$ cat src/rtl/reg_arbiter_pkg.sv
// Shared types and default constants for the round-robin shared-register arbiter.
package reg_arbiter_pkg;

    typedef enum logic {
        IDLE  = 1'b0,
        GRANT = 1'b1
    } state_e;

    localparam int DEF_N_REQ    = 4;
    localparam int DEF_DATA_W   = 8;
    localparam int DEF_MAX_HOLD = 4;

    // Width needed to index n items, never less than one bit.
    function automatic int idx_w(input int n);
        return (n > 1) ? $clog2(n) : 1;
    endfunction

endpackage

$ cat src/rtl/reg_arbiter_rr_pick.sv
// Combinational round-robin picker: first masked request strictly after ptr, with wrap-around.
module rr_pick #(
    parameter int N     = 4,
    parameter int IDX_W = 2
) (
    input  logic [N-1:0]     req_i,
    input  logic [N-1:0]     mask_i,
    input  logic [IDX_W-1:0] ptr_i,
    output logic [N-1:0]     gnt_o,
    output logic             any_o
);

    logic [IDX_W-1:0] idx;

    always_comb begin
        gnt_o = '0;
        any_o = 1'b0;
        idx   = '0;
        // k runs 1..N so the current holder (ptr) is considered last.
        for (int k = 1; k <= N; k++) begin
            idx = IDX_W'((int'(ptr_i) + k) % N);
            if (!any_o && req_i[idx] && mask_i[idx]) begin
                gnt_o[idx] = 1'b1;
                any_o      = 1'b1;
            end
        end
    end

endmodule

$ cat src/rtl/reg_arbiter.sv
// Round-robin arbiter granting writes to one shared register with bounded tenure.
// Optional REG_ARBITER_LOCK_EN adds a lock input that suppresses tenure expiry.
module reg_arbiter
    import reg_arbiter_pkg::*;
#(
    parameter int N_REQ    = DEF_N_REQ,
    parameter int DATA_W   = DEF_DATA_W,
    parameter int MAX_HOLD = DEF_MAX_HOLD
) (
    input  logic                      clk,
    input  logic                      rst,
    input  logic [N_REQ-1:0]          req,
    input  logic [N_REQ*DATA_W-1:0]   wdata,
`ifdef REG_ARBITER_LOCK_EN
    input  logic [N_REQ-1:0]          lock,
`endif
    output logic [N_REQ-1:0]          gnt,
    output logic [DATA_W-1:0]         q,
    output logic                      q_valid,
    output logic                      busy
);

    localparam int IDX_W = idx_w(N_REQ);
    localparam int CNT_W = idx_w(MAX_HOLD);
    localparam logic [CNT_W-1:0] HOLD_LAST = CNT_W'(MAX_HOLD - 1);
    localparam logic [IDX_W-1:0] PTR_RST   = IDX_W'(N_REQ - 1);

    state_e             state_q, state_d;
    logic [N_REQ-1:0]   gnt_q, gnt_d;
    logic [DATA_W-1:0]  q_q, q_d;
    logic               q_valid_q, q_valid_d;
    logic [CNT_W-1:0]   hold_q, hold_d;
    logic [IDX_W-1:0]   ptr_q, ptr_d;

    logic [N_REQ-1:0]   pick_mask, pick_gnt;
    logic               pick_any;
    logic [IDX_W-1:0]   pick_idx;
    logic [DATA_W-1:0]  cur_data;
    logic               cur_req, locked, at_last;

    // The holder is masked out so expiry hands off; on release its req is already 0.
    assign pick_mask = (state_q == GRANT) ? ~gnt_q : {N_REQ{1'b1}};
    assign cur_req   = |(gnt_q & req);
    assign at_last   = (hold_q == HOLD_LAST);

`ifdef REG_ARBITER_LOCK_EN
    assign locked = |(gnt_q & req & lock);
`else
    assign locked = 1'b0;
`endif

    rr_pick #(
        .N     (N_REQ),
        .IDX_W (IDX_W)
    ) u_pick (
        .req_i  (req),
        .mask_i (pick_mask),
        .ptr_i  (ptr_q),
        .gnt_o  (pick_gnt),
        .any_o  (pick_any)
    );

    always_comb begin
        cur_data = '0;
        pick_idx = '0;
        for (int i = 0; i < N_REQ; i++) begin
            if (gnt_q[i])    cur_data = wdata[i*DATA_W +: DATA_W];
            if (pick_gnt[i]) pick_idx = IDX_W'(i);
        end
    end

    always_comb begin
        state_d   = state_q;
        gnt_d     = gnt_q;
        q_d       = q_q;
        q_valid_d = 1'b0;
        hold_d    = hold_q;
        ptr_d     = ptr_q;
        case (state_q)
            IDLE: begin
                if (pick_any) begin
                    state_d = GRANT;
                    gnt_d   = pick_gnt;
                    ptr_d   = pick_idx;
                    hold_d  = '0;
                end
            end
            GRANT: begin
                if (cur_req) begin
                    q_d       = cur_data;
                    q_valid_d = 1'b1;
                    if (at_last && !locked) begin
                        // With no competitor the holder keeps gnt and starts a fresh tenure.
                        hold_d = '0;
                        if (pick_any) begin
                            gnt_d = pick_gnt;
                            ptr_d = pick_idx;
                        end
                    end else if (!at_last) begin
                        hold_d = hold_q + 1'b1;
                    end
                end else begin
                    hold_d = '0;
                    if (pick_any) begin
                        gnt_d = pick_gnt;
                        ptr_d = pick_idx;
                    end else begin
                        state_d = IDLE;
                        gnt_d   = '0;
                    end
                end
            end
            default: begin
                state_d = IDLE;
                gnt_d   = '0;
            end
        endcase
    end

    always_ff @(posedge clk) begin
        if (!rst) begin
            state_q   <= IDLE;
            gnt_q     <= '0;
            q_q       <= '0;
            q_valid_q <= 1'b0;
            hold_q    <= '0;
            ptr_q     <= PTR_RST;
        end else begin
            state_q   <= state_d;
            gnt_q     <= gnt_d;
            q_q       <= q_d;
            q_valid_q <= q_valid_d;
            hold_q    <= hold_d;
            ptr_q     <= ptr_d;
        end
    end

    assign gnt     = gnt_q;
    assign q       = q_q;
    assign q_valid = q_valid_q;
    assign busy    = (state_q == GRANT);

endmodule
$ cat config.mk
export PLATFORM = sky130hd
export DESIGN_NAME = reg_arbiter
export DESIGN_NICKNAME = d
export VERILOG_FILES = /design/src/rtl/reg_arbiter_pkg.sv /design/src/rtl/reg_arbiter_rr_pick.sv /design/src/rtl/reg_arbiter.sv
export SDC_FILE = /design/constraint.sdc
export NUM_CORES = 1
export LEC_CHECK = 0
export ABC_AREA = 1
export ABC_CLOCK_PERIOD_IN_PS = 2250
export BUFFER_PORTS_ARGS = -buffer_cell sky130_fd_sc_hd__buf_2
export CORE_UTILIZATION = 35
export CTS_CLUSTER_DIAMETER = 120
export DETAILED_ROUTE_END_ITERATION = 7
export GPL_TIMING_DRIVEN = 1
export SLEW_MARGIN = 5
export SYNTH_ARGS = -nofsm -noshare
export SYNTH_HDL_FRONTEND = slang
export SYNTH_SLANG_ARGS = --single-unit
$ cat constraint.sdc
create_clock -name clk -period 2.25 [get_ports clk]
set_input_delay 0.45 -clock clk [delete_from_list [all_inputs] [get_ports clk]]
set_output_delay 0.45 -clock clk [all_outputs]
set_load 0.02 [all_outputs]
Yosys cells after proc, flatten, opt, wreduce, memory -nomap -nowiden
Index checks and enable logic that the tools add are counted.

$lt $le $gt $ge: 8. Muxes and demuxes: 57. Add/sub/neg operators: 5. Reductions and logical operators: 17. Bitwise operators: 6. Equality and inequality tests: 3.

Operators by type and width (number): $mux W4 (9); $mux W8 (4); $mux W1 (20); $bmux W1 S2 (8); $mux W2 (8); $lt A2 B3 Y1 const B (4); $or A4 B4 Y4 (3); $logic_and A1 B1 Y1 (11); $demux W1 S2 (4); $ge A2 B1 Y1 const B (4); $pmux W2 S2 (2); $pmux W4 S2 (1); $add A2 B1 Y2 const B (3); $add A2 B2 Y2 const B (2); $and A4 B4 Y4 (1); $not A4 Y4 (1); $reduce_and A2 Y1 (2); $reduce_or A4 Y1 (1); $logic_not A1 Y1 (3); $ne A3 B2 Y1 const B (1); $eq A2 B2 Y1 const B (1); $ne A2 B2 Y1 const B (1); $pmux W1 S2 (1); $not A1 Y1 (1).

Output and inout bits: 14. Input bits: 38. Bits in registers: 18.

Longest topological paths before layout
Gate-level depths: netlist of the first run.

Word-level depth: 25. Gate-level depth with buffers: 13.

By module
Synthesis of the first run repeated with hierarchy kept, for this count alone.

Cells, all modules: 255. Area total of the unflattened synthesis: 1522.7 sq um.

By module, submodules not included: reg_arbiter (times used 1, sequential area each 360.3 sq um, cells each 177, area each 1066.0 sq um); rr_pick (times used 1, sequential area each 0.0 sq um, cells each 78, area each 456.7 sq um).

Least setup slack after synthesis of the first run
Ideal clock, no wire load.

Kind: reg-to-reg. Start point: register ptr_q[0]. End point: register ptr_q[0]. Buffers on the path: 0. Path slack: 367 ps. Stages on the path, launching flop included: 12. Data arrival time: 1768 ps. Period minus slack after synthesis: 1883 ps. Cells stage by stage: dfxtp_1 > inv_2 > ha_1 > inv_1 > nand3_2 > nand2_4 > nor2_8 > nand3_4 > nand2_4 > inv_2 > a21oi_2 > nand2_1.

Word-level cells in the longest chain between the ends: 24. Elaborated cells between the ends (all ways): 68. Those cells by class: add/sub: 4; order compare: 8; mux: 39; bitwise: 3; reduce/logical: 14.

Ends and longest elaborated chain: start, declared (line reg_arbiter.sv:33) `logic [IDX_W-1:0] ptr_q, ptr_d;`; start signal, assigned (line reg_arbiter.sv:134) `ptr_q <= ptr_d;`; parallel branches: the longest is 20 deep, another holds $lt A2 B3 Y1; $mux W2 * (line reg_arbiter.sv:81, reg_arbiter.sv:95, reg_arbiter.sv:104); $mux W2 (line reg_arbiter.sv:92) `if (at_last && !locked) begin`; $mux W2 (line reg_arbiter.sv:89) `if (cur_req) begin`; $pmux W2 S2 * (line reg_arbiter.sv:79) `case (state_q)`.

Mark *: on every way between the ends. The select of a mux whose other input is x is not followed. A chain may end at the register's enable or synchronous reset.

Worst setup path in the final report of the first run
Start point: register ptr_q[1]. End point: register ptr_q[0].

The elaborated chain is that of the path after synthesis.

==> impl_metrics.tcl, run 1 <==
set metrics [dict create \
    yosys_warnings 0 \
    swShare 0.5266 \
    io-pin-count 52 \
    internal-power_mw 1.173 \
    drc 0 \
    cts_tree "built" \
    rr_worst_depth 11 \
    via_per_inst 5.205 \
    synth.area.top_cells "dfxtp_1 26%, nand2_1 9.9%, a21oi_1 8.4%, ha_1 8.3%, nand3_1 8.1%" \
    slew_violations 0 \
    cts_resized 0 \
    tightest_slew_ps 539.0 \
    gp_congestion 0.8233 \
    design.die.area_mm2 0.004147 \
    ant_nets 0 \
    syn_area_mm2 0.001363 \
    slew-limit-headroom 0.6369 \
    rsz0062_at_grt "false" \
    clock_path_buffers 2 \
    clockPowerShare 0.104 \
    grt_pass1_wl_mm 6.237 \
    syn2layout_area_growth_pct 28.01 \
    clkSinkCount 18 \
    synth.avg_cell_area_um2 7.405 \
    cp.arrival_ps 2020 \
    cts_buffers 3 \
    dpl.hpwl_mm 2.893 \
    die_w_um 64.40 \
    drt_wl_total_mm 3.753 \
    path_clk_slew_ps 70 \
    critPathMaxStageDelay_ps 400 \
    period_needed_ps 1871 \
    finalSetupTns_ps 0 \
    cts_root_buf "clkbuf_8" \
    grt_max_degree 13 \
    synth.distinct_cells 27 \
    vias 1499 \
    start_util 0.3694 \
    cts_setup_buffers 0 \
    crit_required_ps 2400 \
    p_leak_nw 0.8695 \
    cp_cell_sequence "inv_1 > ha_1 > inv_1 > nand3_2 > nand2_4 > nor2_8 > nand3_4 > nand2_4 > inv_2 > a21oi_2 > nand2_1" \
    dr.pass1.iters 4 \
    fmax_mhz 534.5 \
    p_comb_frac 0.693 \
    synth.top_cell.area_share 0.2645 \
    fillCellCount 379 \
    track_usage 0.1929 \
    p_seq_frac 0.203 \
    endpoint_kind "register" \
    antenna_cells 0 \
    cp_slowest_cell "ha_1" \
    setup-violations-final 0 \
    status "complete, no violations" \
    path_max_fanout 9 \
    switchingPower_mw 1.305 \
    powerDensity_mw_per_mm2 1421 \
    hold_depth 2 \
    core-area_mm2 0.003689 \
    portBuffers 51 \
    worstSkewPairLatency_ps 250 \
    num_rows 22 \
    syn-num-nets 231 \
    htreeDepth 1 \
    yosys.area.top_type "dfxtp_1" \
    dr.first_iter.drc_count 104 \
    irDropWorstVdd_uv 377.4 \
    grt_pass1_vias 1341 \
    min_period_over_period 0.8315 \
    hold_path.class "register to register" \
    synth_seq_area_share 0.2645 \
    routedWlPerCell_um 13.03 \
    final_core_util 0.4729 \
    maxCapViolations 0 \
    power_mw 2.478 \
    drive_gt1_frac 0.3417 \
    final.setup_skew_ps 5.070 \
    path_class "register to register" \
    final_nets 288 \
    finalHoldViolCount 0 \
    dieHeight_um 64.40 \
    ys_seq_elements 18 \
    ctsHoldBuffers 0 \
    antenna_found_initial 0 \
    syn_inst 184 \
    overflow 0 \
    worstSetupStartpointType "register" \
]
cell usage after synthesis (all sizes together):
cell,number
o211ai,8
a21oi,24
nand2,44
inv,19
o21ai,13
a22o,2
ha,9
buf,2
dfxtp,18
nor2,5
nand4,4
a221o,8
clkbuf,2
nand3,26
cells by family (layout without fill, tap and decap cells):
group                    count (synthesis)  in the layout  synth area share
adder cells (fa/ha/maj)                  9              9           0.08265
AO/OA/AOI/OAI                           55             55            0.2571
buffers and inverters                   23             79           0.07162
AND/OR/NAND/NOR                         79             79            0.3242
flip-flops                              18             18            0.2645
power groups by stage:
stage	Sequential, mW	Combinational [mW]	Clock [mW]
3_5_place_dp	0.508	1.70	0
4_1_cts	0.501	1.71	0.267
3_3_place_gp	0.509	1.71	0
5_1_grt	0.514	1.93	0.284
2_1_floorplan	0.617	1.17	0
6_report	0.503	1.72	0.258
state kept, by name (all words and copies together) (netlist names):
signal   flops
q            8
hold_q       2
gnt          4
ptr_q        2
busy         1
q_valid      1
layout by cell type (no fill, tap or decap):
cell,n
buf_2,51
nand2_1,36
a21oi_1,23
nand3_1,22
dfxtp_1,18
inv_1,14
o21ai_0,11
ha_1,9
a221o_1,8
o211ai_1,8
inv_2,5
buf_4,5
nand2_2,4
nand4_1,4
clkbuf_8,4
nand3_2,3
nand2_4,3
a22o_1,2
nor2_1,2
nor2_8,1
o21ai_2,1
nor2_2,1
nor2_4,1
nand2_8,1
nand3_4,1
a21oi_2,1
o21ai_1,1
per-stage QoR:
| stage | area [um2] | hold slack, ps | instances | setup slack (ps) |
|---|---|---|---|---|
| 2_1_floorplan | 1363 | 432.7 | 184 | 366.8 |
| 3_3_place_gp | 1689 | 448.9 | 284 | 467.3 |
| 3_5_place_dp | 1689 | 452.7 | 284 | 404.0 |
| 4_1_cts | 1744 | 461.0 | 288 | 395.0 |
| 5_1_grt | 1744 | 498.2 | 288 | 249.8 |
| 6_report | 1744 | 467.1 | 288 | 379.1 |
metal layers:
layer / up-vias / part of all wire / track usage
met5: - / 0 / 0
met4: 0 / 0.0040 / 0.05000
met3: 2 / 0.056 / 0.05000
met2: 34 / 0.46 / 0.2987
met1: 701 / 0.48 / 0.2626
li1: 762 / - / -
layout make-up:
class | count | area, um2 | share of cell area
clock buffer | 4 | 55.05 | 0.03156
inverter | 19 | 71.32 | 0.04089
multi-input combinational | 143 | 904.6 | 0.5187
sequential | 18 | 360.3 | 0.2066
tap | 48 | 60.06 | 0.03443
timing repair buffer | 56 | 292.8 | 0.1679
critical path: cells and delay by family, from the launching register on:
kind / cells / cell delay (ps)
flip-flops: 1 / 330
AO/OA/AOI/OAI: 1 / 120
buffers and inverters: 3 / 270
adder cells (fa/ha/maj): 1 / 400
AND/OR/NAND/NOR: 6 / 640
worst paths after layout:
kind / from / to / slack [ps]
worst min register to register: hold_q[1]$_SDFFE_PN0P_ / hold_q[1]$_SDFFE_PN0P_ / 470
worst max-delay path: ptr_q[1]$_SDFFE_PN1P_ / ptr_q[0]$_SDFFE_PN1P_ / 380
worst min-delay path: hold_q[1]$_SDFFE_PN0P_ / hold_q[1]$_SDFFE_PN0P_ / 470
worst max register to register: ptr_q[1]$_SDFFE_PN1P_ / ptr_q[0]$_SDFFE_PN1P_ / 380
Note: power is estimated with default switching activity, not from simulation.
==> run 2: changes to the inputs <==
Settings changed: ABC_CLOCK_PERIOD_IN_PS 2250 to 1600.
Clock period 2.25 ns to 1.6 ns, I/O delays scaled along.
==> impl_metrics.tcl, run 2 (synthesis gave the netlist of run 1 again) <==
set metrics [dict create \
    status "complete, no violations" \
    largest_reg_flops 8 \
    p_leak_nw 0.9535 \
    min_to "q[5]$_SDFFE_PN0P_" \
    p_comb_frac 0.745 \
    design_area_mm2 0.001972 \
    gp_congestion 0.8572 \
    critPathMaxStageDelay_ps 380 \
    layout_common_cells "51 x buf_2, 24 x nand2_1, 20 x a21oi_1" \
    grt_pass1_vias 1393 \
    hold_depth 3 \
    track_usage 0.2051 \
    endpoint_kind "register" \
    swShare 0.5116 \
    powerDensity_mw_per_mm2 2072 \
    fin_hold_ws_ps 363.1 \
    via_per_inst 5.096 \
    cts_root_buf "clkbuf_8" \
    wl_met2_mm 1.818 \
    dr.first_iter.drc_count 95 \
    internal-power_mw 1.996 \
    seq_area_um2 372.9 \
    core-area_mm2 0.003689 \
    drc 0 \
    dpl.hpwl_mm 2.987 \
    finalHoldViolCount 0 \
    design.die.area_mm2 0.004147 \
    syn2layout_area_growth_pct 44.72 \
    slew_violations 0 \
    clock_path_buffers 2 \
    num_rows 22 \
    clkSinkCount 18 \
    rsz0062_at_grt "true" \
    m1WireLength_mm 1.949 \
    cts_tree "built" \
    htreeDepth 1 \
    final_nets 301 \
    grt_pass1_wl_mm 6.713 \
    place_area_mm2 0.001780 \
    clockPowerShare 0.076 \
    io-pin-count 52 \
    dp_cells 293 \
    hold_path.class "input port to register" \
    timing.rr.start "ptr_q[0]$_SDFFE_PN1P_" \
    path_clk_slew_ps 70 \
    layout_commonest_cell "buf_2" \
    ant_nets 0 \
    final.setup_skew_ps 4.520 \
    period_needed_ps 1587 \
    antenna_cells 0 \
    cp_slowest_cell "dfxtp_4" \
    fillCellCount 387 \
    cp_top_family "simple AND/OR/NAND/NOR gates" \
    crit_buf_inv 2 \
    min_period_over_period 0.9921 \
    overflow 0 \
    grt_max_degree 13 \
    rr_worst_depth 10 \
    final_cell_count_no_fill 301 \
    tightest_slew_ps 266.1 \
    final_core_util 0.5346 \
    cp.arrival_ps 1770 \
    crit_required_ps 1780 \
    hp-start "wdata[29]" \
    dr.pass1.iters 4 \
    drive_gt1_frac 0.4822 \
    slew-limit-headroom 0.8219 \
    r2r_setup_slack_ps 10 \
    path_max_fanout 7 \
    path_depth 10 \
    antenna_found_initial 0 \
    p_seq_frac 0.179 \
    fmax_mhz 630.0 \
    met3RoutedLength_um 216 \
    drt_wl_total_mm 4.006 \
    worstSetupStartpointType "register" \
    maxCapViolations 0 \
    switchingPower_mw 2.090 \
    cp_cell_sequence "inv_6 > ha_4 > inv_2 > nand3_2 > nand2_4 > nor2_8 > nand3_4 > nand2_8 > nand3_1 > a21oi_2" \
    cts_buffers 3 \
    ctsHoldBuffers 0 \
    setup-violations-final 0 \
    portBuffers 51 \
    finalSetupTns_ps 0 \
    top_layer_used "met4" \
    die_w_um 64.40 \
    worstSkewPairLatency_ps 250 \
    start_util 0.3694 \
    vias 1534 \
    path_class "register to register" \
    routedWlPerCell_um 13.31 \
    dieHeight_um 64.40 \
    irDropWorstVdd_uv 999.8 \
    multiInputGateArea_mm2 0.001016 \
    timing.rr.end "gnt[3]$_SDFFE_PN0P_" \
]
-- run 2: cell count changes in the layout (fill, tap and decap cells not counted), sizes merged --
cell	delta
clkinv	+1
buf	+12
clkbuf	-1
nor2	+1
-- run 2: worst reg2reg max path, delay by kind of cell (launching register included) --
| family | cells | cell delay (ps) |
|---|---|---|
| flops | 1 | 380 |
| compound gates | 1 | 150 |
| simple gates | 6 | 610 |
| fa+ha+maj | 1 | 290 |
| buf+inv | 2 | 90 |
-- run 2: power groups by stage --
stage               clock, mW  combinational (mW)  sequential [mW]
floorplan                   0                1.69            0.891
global placement            0                2.59            0.725
CTS                     0.323                2.83            0.724
global route            0.341                3.35            0.745
finish                  0.313                3.04            0.731
detailed placement          0                2.58            0.727
-- run 2: worst max-delay path by stage --
stage | slack [ps] | start | endpoint
4_1_cts | -20 | ptr_q[0]$_SDFFE_PN1P_ | ptr_q[0]$_SDFFE_PN1P_
5_1_grt | -70 | ptr_q[0]$_SDFFE_PN1P_ | gnt[3]$_SDFFE_PN0P_
3_3_place_gp | 0.06 | ptr_q[0]$_SDFFE_PN1P_ | gnt[3]$_SDFFE_PN0P_
3_5_place_dp | -30 | ptr_q[0]$_SDFFE_PN1P_ | ptr_q[1]$_SDFFE_PN1P_
2_1_floorplan | 3 | ptr_q[1]$_SDFFE_PN1P_ | ptr_q[0]$_SDFFE_PN1P_
6_report | 10 | ptr_q[0]$_SDFFE_PN1P_ | gnt[3]$_SDFFE_PN0P_
-- run 2: timing repair --
item                                    in CTS  in global routing
endpoints found under the hold margin        0                  0
resized for setup                            7                 22
setup buffers                                2                  1
endpoints found under the setup margin       4                  8
pin swaps                                    9                 18
cloned                                       1                  0
-- run 2: final cells by class --
cell class / instances / area share
clock buffer: 3 / 0.02094
clock inverter: 1 / 0.001904
timing repair buffer: 68 / 0.2024
multi-input combinational: 144 / 0.5152
sequential: 18 / 0.1891
inverter: 19 / 0.03997
tap: 48 / 0.03046
-- run 2: metal layers --
layer,global-route usage,vias up
li1,-,786
met1,0.2971,700
met2,0.3132,46
met3,0.03571,2
met4,0.04444,0
met5,0,-
-- run 2: per-stage QoR --
step                      worst slack (ps)  total power [mW]
after CTS                           -18.59             3.872
after detailed placement            -31.59             3.305
after global routing                -70.69             4.437
after global placement             0.06317             3.317
after floorplan                      3.304             2.582
final                                12.69             4.086
